**config.mk**
```make
export PLATFORM = sky130hd
export DESIGN_NAME = or1200_operandmuxes_multi
export DESIGN_NICKNAME = d
export VERILOG_FILES = /design/src/rtl/or1200_operandmuxes_multi.sv
export SDC_FILE = /design/constraint.sdc
export NUM_CORES = 1
export LEC_CHECK = 0
export ABC_AREA = 0
export BUFFER_PORTS_ARGS = -buffer_cell sky130_fd_sc_hd__buf_2
export CORE_AREA = 2 2 186 188
export CTS_CLUSTER_DIAMETER = 50
export DETAILED_ROUTE_END_ITERATION = 6
export DIE_AREA = 0 0 188 190
export GPL_ROUTABILITY_DRIVEN = 0
export GPL_TIMING_DRIVEN = 0
export PLACE_DENSITY = 0.58
export SYNTH_ARGS = -nofsm -noshare
export SYNTH_HDL_FRONTEND = slang
export SYNTH_SLANG_ARGS = --single-unit
```
**constraint.sdc**
```tcl
create_clock -name clk -period 2.15 [get_ports clk]
set_input_delay 0.1075 -clock clk [delete_from_list [all_inputs] [get_ports clk]]
set_output_delay 0.1075 -clock clk [all_outputs]
set_load 0.01 [all_outputs]
```
**src/rtl/or1200_operandmuxes_multi.sv**
```systemverilog
// ---------------------------------------------------------------------------
// or1200_operandmuxes_multi
// Operand select and capture for the ID->EX boundary, generalised to NPORTS
// operand ports and NFWD forwarding sources.
//
// Each port has a combinational select among register-file data, the shared
// immediate and the forwarded results (muxed). It also has a registered
// capture stage (operand) with ID/EX freeze hold and EX flush.
//
// Optional feature: define OR1200_OPMUX_FWD_STATS_EN to enable saturating
// per-port forward-hit counters on fwd_cnt. When it is undefined, fwd_cnt is
// tied to zero and no counter flops exist.
//
// Ports:
//   clk, rst             clock, synchronous active-high reset
//   id_freeze, ex_freeze stage stall qualifiers
//   ex_flush             discard captured operands (wins over freezes)
//   rf_data  [NPORTS*WIDTH]  register-file data, port p at [p*WIDTH +: WIDTH]
//   fwd_data [NFWD*WIDTH]    forwarded results, source k at [k*WIDTH +: WIDTH]
//   imm      [WIDTH]         shared sign-extended immediate
//   sel      [NPORTS*SEL_W]  per-port select
//   muxed    [NPORTS*WIDTH]  combinational selected operands
//   operand  [NPORTS*WIDTH]  registered operands to EX
//   saved    [NPORTS]        per-port HELD flag
//   fwd_cnt  [NPORTS*CNT_W]  per-port forward-hit counters
// ---------------------------------------------------------------------------
module or1200_operandmuxes_multi #(
  parameter int unsigned        WIDTH    = 32,
  parameter int unsigned        NPORTS   = 3,
  parameter int unsigned        NFWD     = 3,
  parameter logic [NPORTS-1:0]  IMM_MASK = NPORTS'(3'b010),
  parameter int unsigned        CNT_W    = 16,
  localparam int unsigned       SEL_W    = $clog2(NFWD + 2)
) (
  input  logic                      clk,
  input  logic                      rst,
  input  logic                      id_freeze,
  input  logic                      ex_freeze,
  input  logic                      ex_flush,
  input  logic [NPORTS*WIDTH-1:0]   rf_data,
  input  logic [NFWD*WIDTH-1:0]     fwd_data,
  input  logic [WIDTH-1:0]          imm,
  input  logic [NPORTS*SEL_W-1:0]   sel,
  output logic [NPORTS*WIDTH-1:0]   muxed,
  output logic [NPORTS*WIDTH-1:0]   operand,
  output logic [NPORTS-1:0]         saved,
  output logic [NPORTS*CNT_W-1:0]   fwd_cnt
);

  typedef enum logic {
    ST_IDLE = 1'b0,
    ST_HELD = 1'b1
  } state_e;

  for (genvar p = 0; p < NPORTS; p++) begin : g_port
    logic [SEL_W-1:0] w_sel;
    logic [WIDTH-1:0] w_mux;
    logic [WIDTH-1:0] w_operand_nxt;
    logic [WIDTH-1:0] r_operand;
    state_e           w_state_nxt;
    state_e           r_state;

    assign w_sel = sel[p*SEL_W +: SEL_W];

    // Operand select; unused encodings fall back to register-file data.
    always_comb begin
      w_mux = rf_data[p*WIDTH +: WIDTH];
      if (w_sel == SEL_W'(1) && IMM_MASK[p]) begin
        w_mux = imm;
      end
      for (int k = 0; k < int'(NFWD); k++) begin
        if (w_sel == SEL_W'(k + 2)) begin
          w_mux = fwd_data[k*WIDTH +: WIDTH];
        end
      end
    end

    // Capture FSM: capture once on entering an ID stall, then hold until the
    // stall releases. The release edge only leaves HELD and does not capture.
    always_comb begin
      w_state_nxt   = r_state;
      w_operand_nxt = r_operand;
      if (ex_flush) begin
        w_state_nxt   = ST_IDLE;
        w_operand_nxt = '0;
      end else if (!ex_freeze) begin
        unique case (r_state)
          ST_IDLE: begin
            w_operand_nxt = w_mux;
            w_state_nxt   = id_freeze ? ST_HELD : ST_IDLE;
          end
          ST_HELD: begin
            if (!id_freeze) begin
              w_state_nxt = ST_IDLE;
            end
          end
        endcase
      end
    end

    // State and operand registers.
    always_ff @(posedge clk) begin
      if (rst) begin
        r_state   <= ST_IDLE;
        r_operand <= '0;
      end else begin
        r_state   <= w_state_nxt;
        r_operand <= w_operand_nxt;
      end
    end

    assign muxed[p*WIDTH +: WIDTH]   = w_mux;
    assign operand[p*WIDTH +: WIDTH] = r_operand;
    assign saved[p]                  = (r_state == ST_HELD);

`ifdef OR1200_OPMUX_FWD_STATS_EN
    logic             w_capture;
    logic             w_fwd_hit;
    logic [CNT_W-1:0] r_cnt;

    assign w_capture = !ex_flush && !ex_freeze && (r_state == ST_IDLE);
    assign w_fwd_hit = (w_sel >= SEL_W'(2)) && (w_sel <= SEL_W'(NFWD + 1));

    // Saturating forward-hit counter; only reset clears it.
    always_ff @(posedge clk) begin
      if (rst) begin
        r_cnt <= '0;
      end else if (w_capture && w_fwd_hit && (r_cnt != {CNT_W{1'b1}})) begin
        r_cnt <= r_cnt + CNT_W'(1);
      end
    end

    assign fwd_cnt[p*CNT_W +: CNT_W] = r_cnt;
`else
    assign fwd_cnt[p*CNT_W +: CNT_W] = '0;
`endif
  end

endmodule
```
==> flow_metrics.py <==
metrics = {
    "run_status": {
        "status": "complete, no violations",
    },
    "sta": {
        "fmax_mhz": 482,
        "timing.final.crit_share": 0.966,
        "setup_ws_ns": 0.0739,
        "rsz0062_at_grt": "no",
        "worst_slew_pin_slew_ns": 0.791,
        "slew_headroom": 0.473,
        "clock_skew_ns": 0.00764,
        "finalCriticalPeriod_ns": 2.08,
        "finalHoldViolCount": 0,
        "fin_tns_setup_ns": 0,
        "finalSetupViolations": 0,
        "finalMaxSlewViolations": 0,
    },
    "yosys": {
        "yosysUniqueCellTypes": 25,
        "ys_warn_count": 0,
        "synthCells": 834,
        "synth_edf_count": 0,
        "yosys_most_used_dff": "dfxtp_1",
        "synthTopCellsByCount": "a22o_1, dfxtp_1, o21ai_0",
        "ys_seq_elements": 97,
        "synthArstFlopShare": 0,
        "synth.top_cells.by_area": "dfxtp_1, a22o_1, mux2_2, a31oi_2, o21ai_0",
        "yosysMostFrequentCell": "a22o_1",
        "avgSynthCellArea_um2": 8.86,
        "synth_top_area_frac": 0.263,
        "synth_seq_area_share": 0.263,
        "netlist_area_um2": 7390,
        "yosysTopAreaCell": "dfxtp_1",
    },
    "worst_setup_path": {
        "required_ns": 2.04,
        "crit_fanout": 10,
        "cp.arrival_ns": 1.97,
        "ff2ff_path_depth": 6,
        "worst_setup_path_start_kind": "input pin",
        "cp-end-kind": "output pin",
        "crit_type": "in -> out",
    },
    "die": {
        "ios": 481,
        "row_count": 68,
        "fp.dieArea_um2": 35700,
        "start_util": 0.218,
        "coreArea_um2": 33900,
        "die_y_um": 190,
        "dieWidth_um": 188,
    },
    "layout": {
        "finalCoreUtilization": 0.314,
        "area_growth_pct": 44.5,
        "nFillCells": 3723,
        "drive_gt1_frac": 0.516,
        "nets": 1565,
    },
    "global_route": {
        "grt_first_pass_wirelength_um": 58900,
        "antenna_found_initial": 3,
        "grt_pass1_vias": 8558,
        "gr-total-overflow": 0,
        "grt_max_degree": 17,
        "track_usage": 0.227,
    },
    "clock_network": {
        "cts_tree": "built",
        "cts_buffer_depth": 2,
        "cts.sinks": 97,
        "path_clk_slew_ns": 0.07,
        "root_buffer": "clkbuf_16",
        "clkLatencyLatePin_ns": 0.38,
        "cts_buffers": 9,
        "htree_levels": 3,
    },
    "placed_design": {
        "dp_hpwl_um": 34000,
        "dp_slack_ns": -0.188,
        "io_buffers": 430,
    },
    "worst_hold_path": {
        "whs_path_depth": 3,
        "hold_path_class": "in -> reg",
    },
    "route": {
        "wl_per_cell_um": 23.9,
        "finalWirelength_um": 42800,
        "via_count": 8980,
        "vias_per_cell": 5.01,
        "postRouteAntennaNets": 0,
        "dr.pass1.iters": 7,
        "drc_errors": 0,
        "drt_first_iter_violations": 573,
    },
    "pwr": {
        "powerDensity_nw_per_um2": 533,
        "vdd_drop_max_v": 0.000394,
        "power.leakage_nw": 5.08,
    },
    "job": {
        "maxCapViolCount": 0,
    },
}
-- metal layers --
| layer | global-route usage | wire, um | vias up |
|---|---|---|---|
| li1 | - | - | 4068 |
| met4 | 0.0757 | 1090 | 2 |
| met2 | 0.374 | 20100 | 547 |
| met3 | 0.0515 | 3270 | 60 |
| met5 | 0 | 10 | - |
| met1 | 0.293 | 18200 | 4303 |
-- cells in the final DEF, fill, tap and decap left out, drive strengths merged --
cell / netlist / routed
dlygate4sd3: 0 / 2
mux2: 64 / 64
clkinv: 0 / 3
a31oi: 64 / 64
mux2i: 33 / 33
bufinv: 0 / 1
a22oi: 32 / 32
o32a: 32 / 32
or3b: 2 / 2
nor2b: 3 / 3
nand2b: 1 / 1
or2: 1 / 1
diode: 0 / 4
nand2: 64 / 64
clkbuf: 40 / 50
o21ai: 96 / 96
conb: 1 / 48
clkinvlp: 0 / 2
inv: 3 / 3
buf: 104 / 537
nor2: 66 / 66
dfxtp: 97 / 97
nor3: 2 / 2
a22o: 128 / 128
nor4: 1 / 1
-- state kept, by name (all words and copies together) (netlist names) --
| signal | count |
|---|---|
| g_port.r_operand | 96 |
| g_port.r_state | 1 |
-- path summary, 6_finish.rpt --
kind / start / end / slack [ns]
worst max-delay path: sel[2] / muxed[23] / 0.07
worst min-delay path: fwd_data[74] / g_port[1].r_operand[10] / 0.13
worst max register to register: g_port[2].r_state / g_port[0].r_operand[4] / 0.12
worst min register to register: g_port[0].r_operand[7] / g_port[0].r_operand[7] / 0.47
-- final cells by class --
| class | count | area [um^2] | area share |
|---|---|---|---|
| multi-input combinational | 637 | 4730 | 0.443 |
| antenna | 4 | 10.0 | 0.000938 |
| clock inverter | 6 | 67.6 | 0.00633 |
| buffer | 144 | 913 | 0.0856 |
| timing repair buffer | 435 | 2200 | 0.206 |
| tap | 455 | 569 | 0.0533 |
| inverter | 3 | 11.3 | 0.00105 |
| clock buffer | 10 | 239 | 0.0224 |
| sequential | 97 | 1940 | 0.182 |
-- worst max-delay path, cell delays in order --
cell	delay (ns)
buf_2	0.15
nor2b_1	0.11
clkbuf_1	0.23
clkbuf_1	0.61
nand2_1	0.14
a31oi_2	0.39
buf_2	0.20
-- metrics by stage --
step / std cells / instance area, um^2 / power, mW / hold slack, ns
floorplan: 881 / 7560 / 3.03 / 0.184
global placement: 1766 / 10300 / 3.93 / 0.317
detailed placement: 1767 / 10300 / 3.94 / 0.358
CTS: 1787 / 10700 / 5.70 / 0.116
global route: 1788 / 10700 / 5.92 / 0.141
finish: 1791 / 10700 / 5.69 / 0.134
-- report_power, final --
group          internal [mW]  total (mW)  switching [mW]
Clock                  0.936        1.75           0.814
Sequential              1.87        1.91          0.0408
Combinational          0.857        2.02            1.17
Total                   3.66        5.69            2.02
-- logic make-up after synthesis --
kind of cell / synth area share
AOI/OAI and AO/OA: 0.387
buffers and inverters: 0.125
and+or+nand+nor: 0.0828
muxes: 0.142
DFF: 0.263
other: 0.000508
-- repair_timing --
| action | 4_1_cts | 5_1_grt |
|---|---|---|
| pin swaps | 1 | 0 |
| resized for setup | 1 | 3 |
| buffers inserted | 2 | 0 |
| endpoints found under the hold margin | 1 | 0 |
| hold buffers | 2 | 0 |
| endpoints found under the setup margin | 41 | 28 |
(Power assumes the default switching activity.)
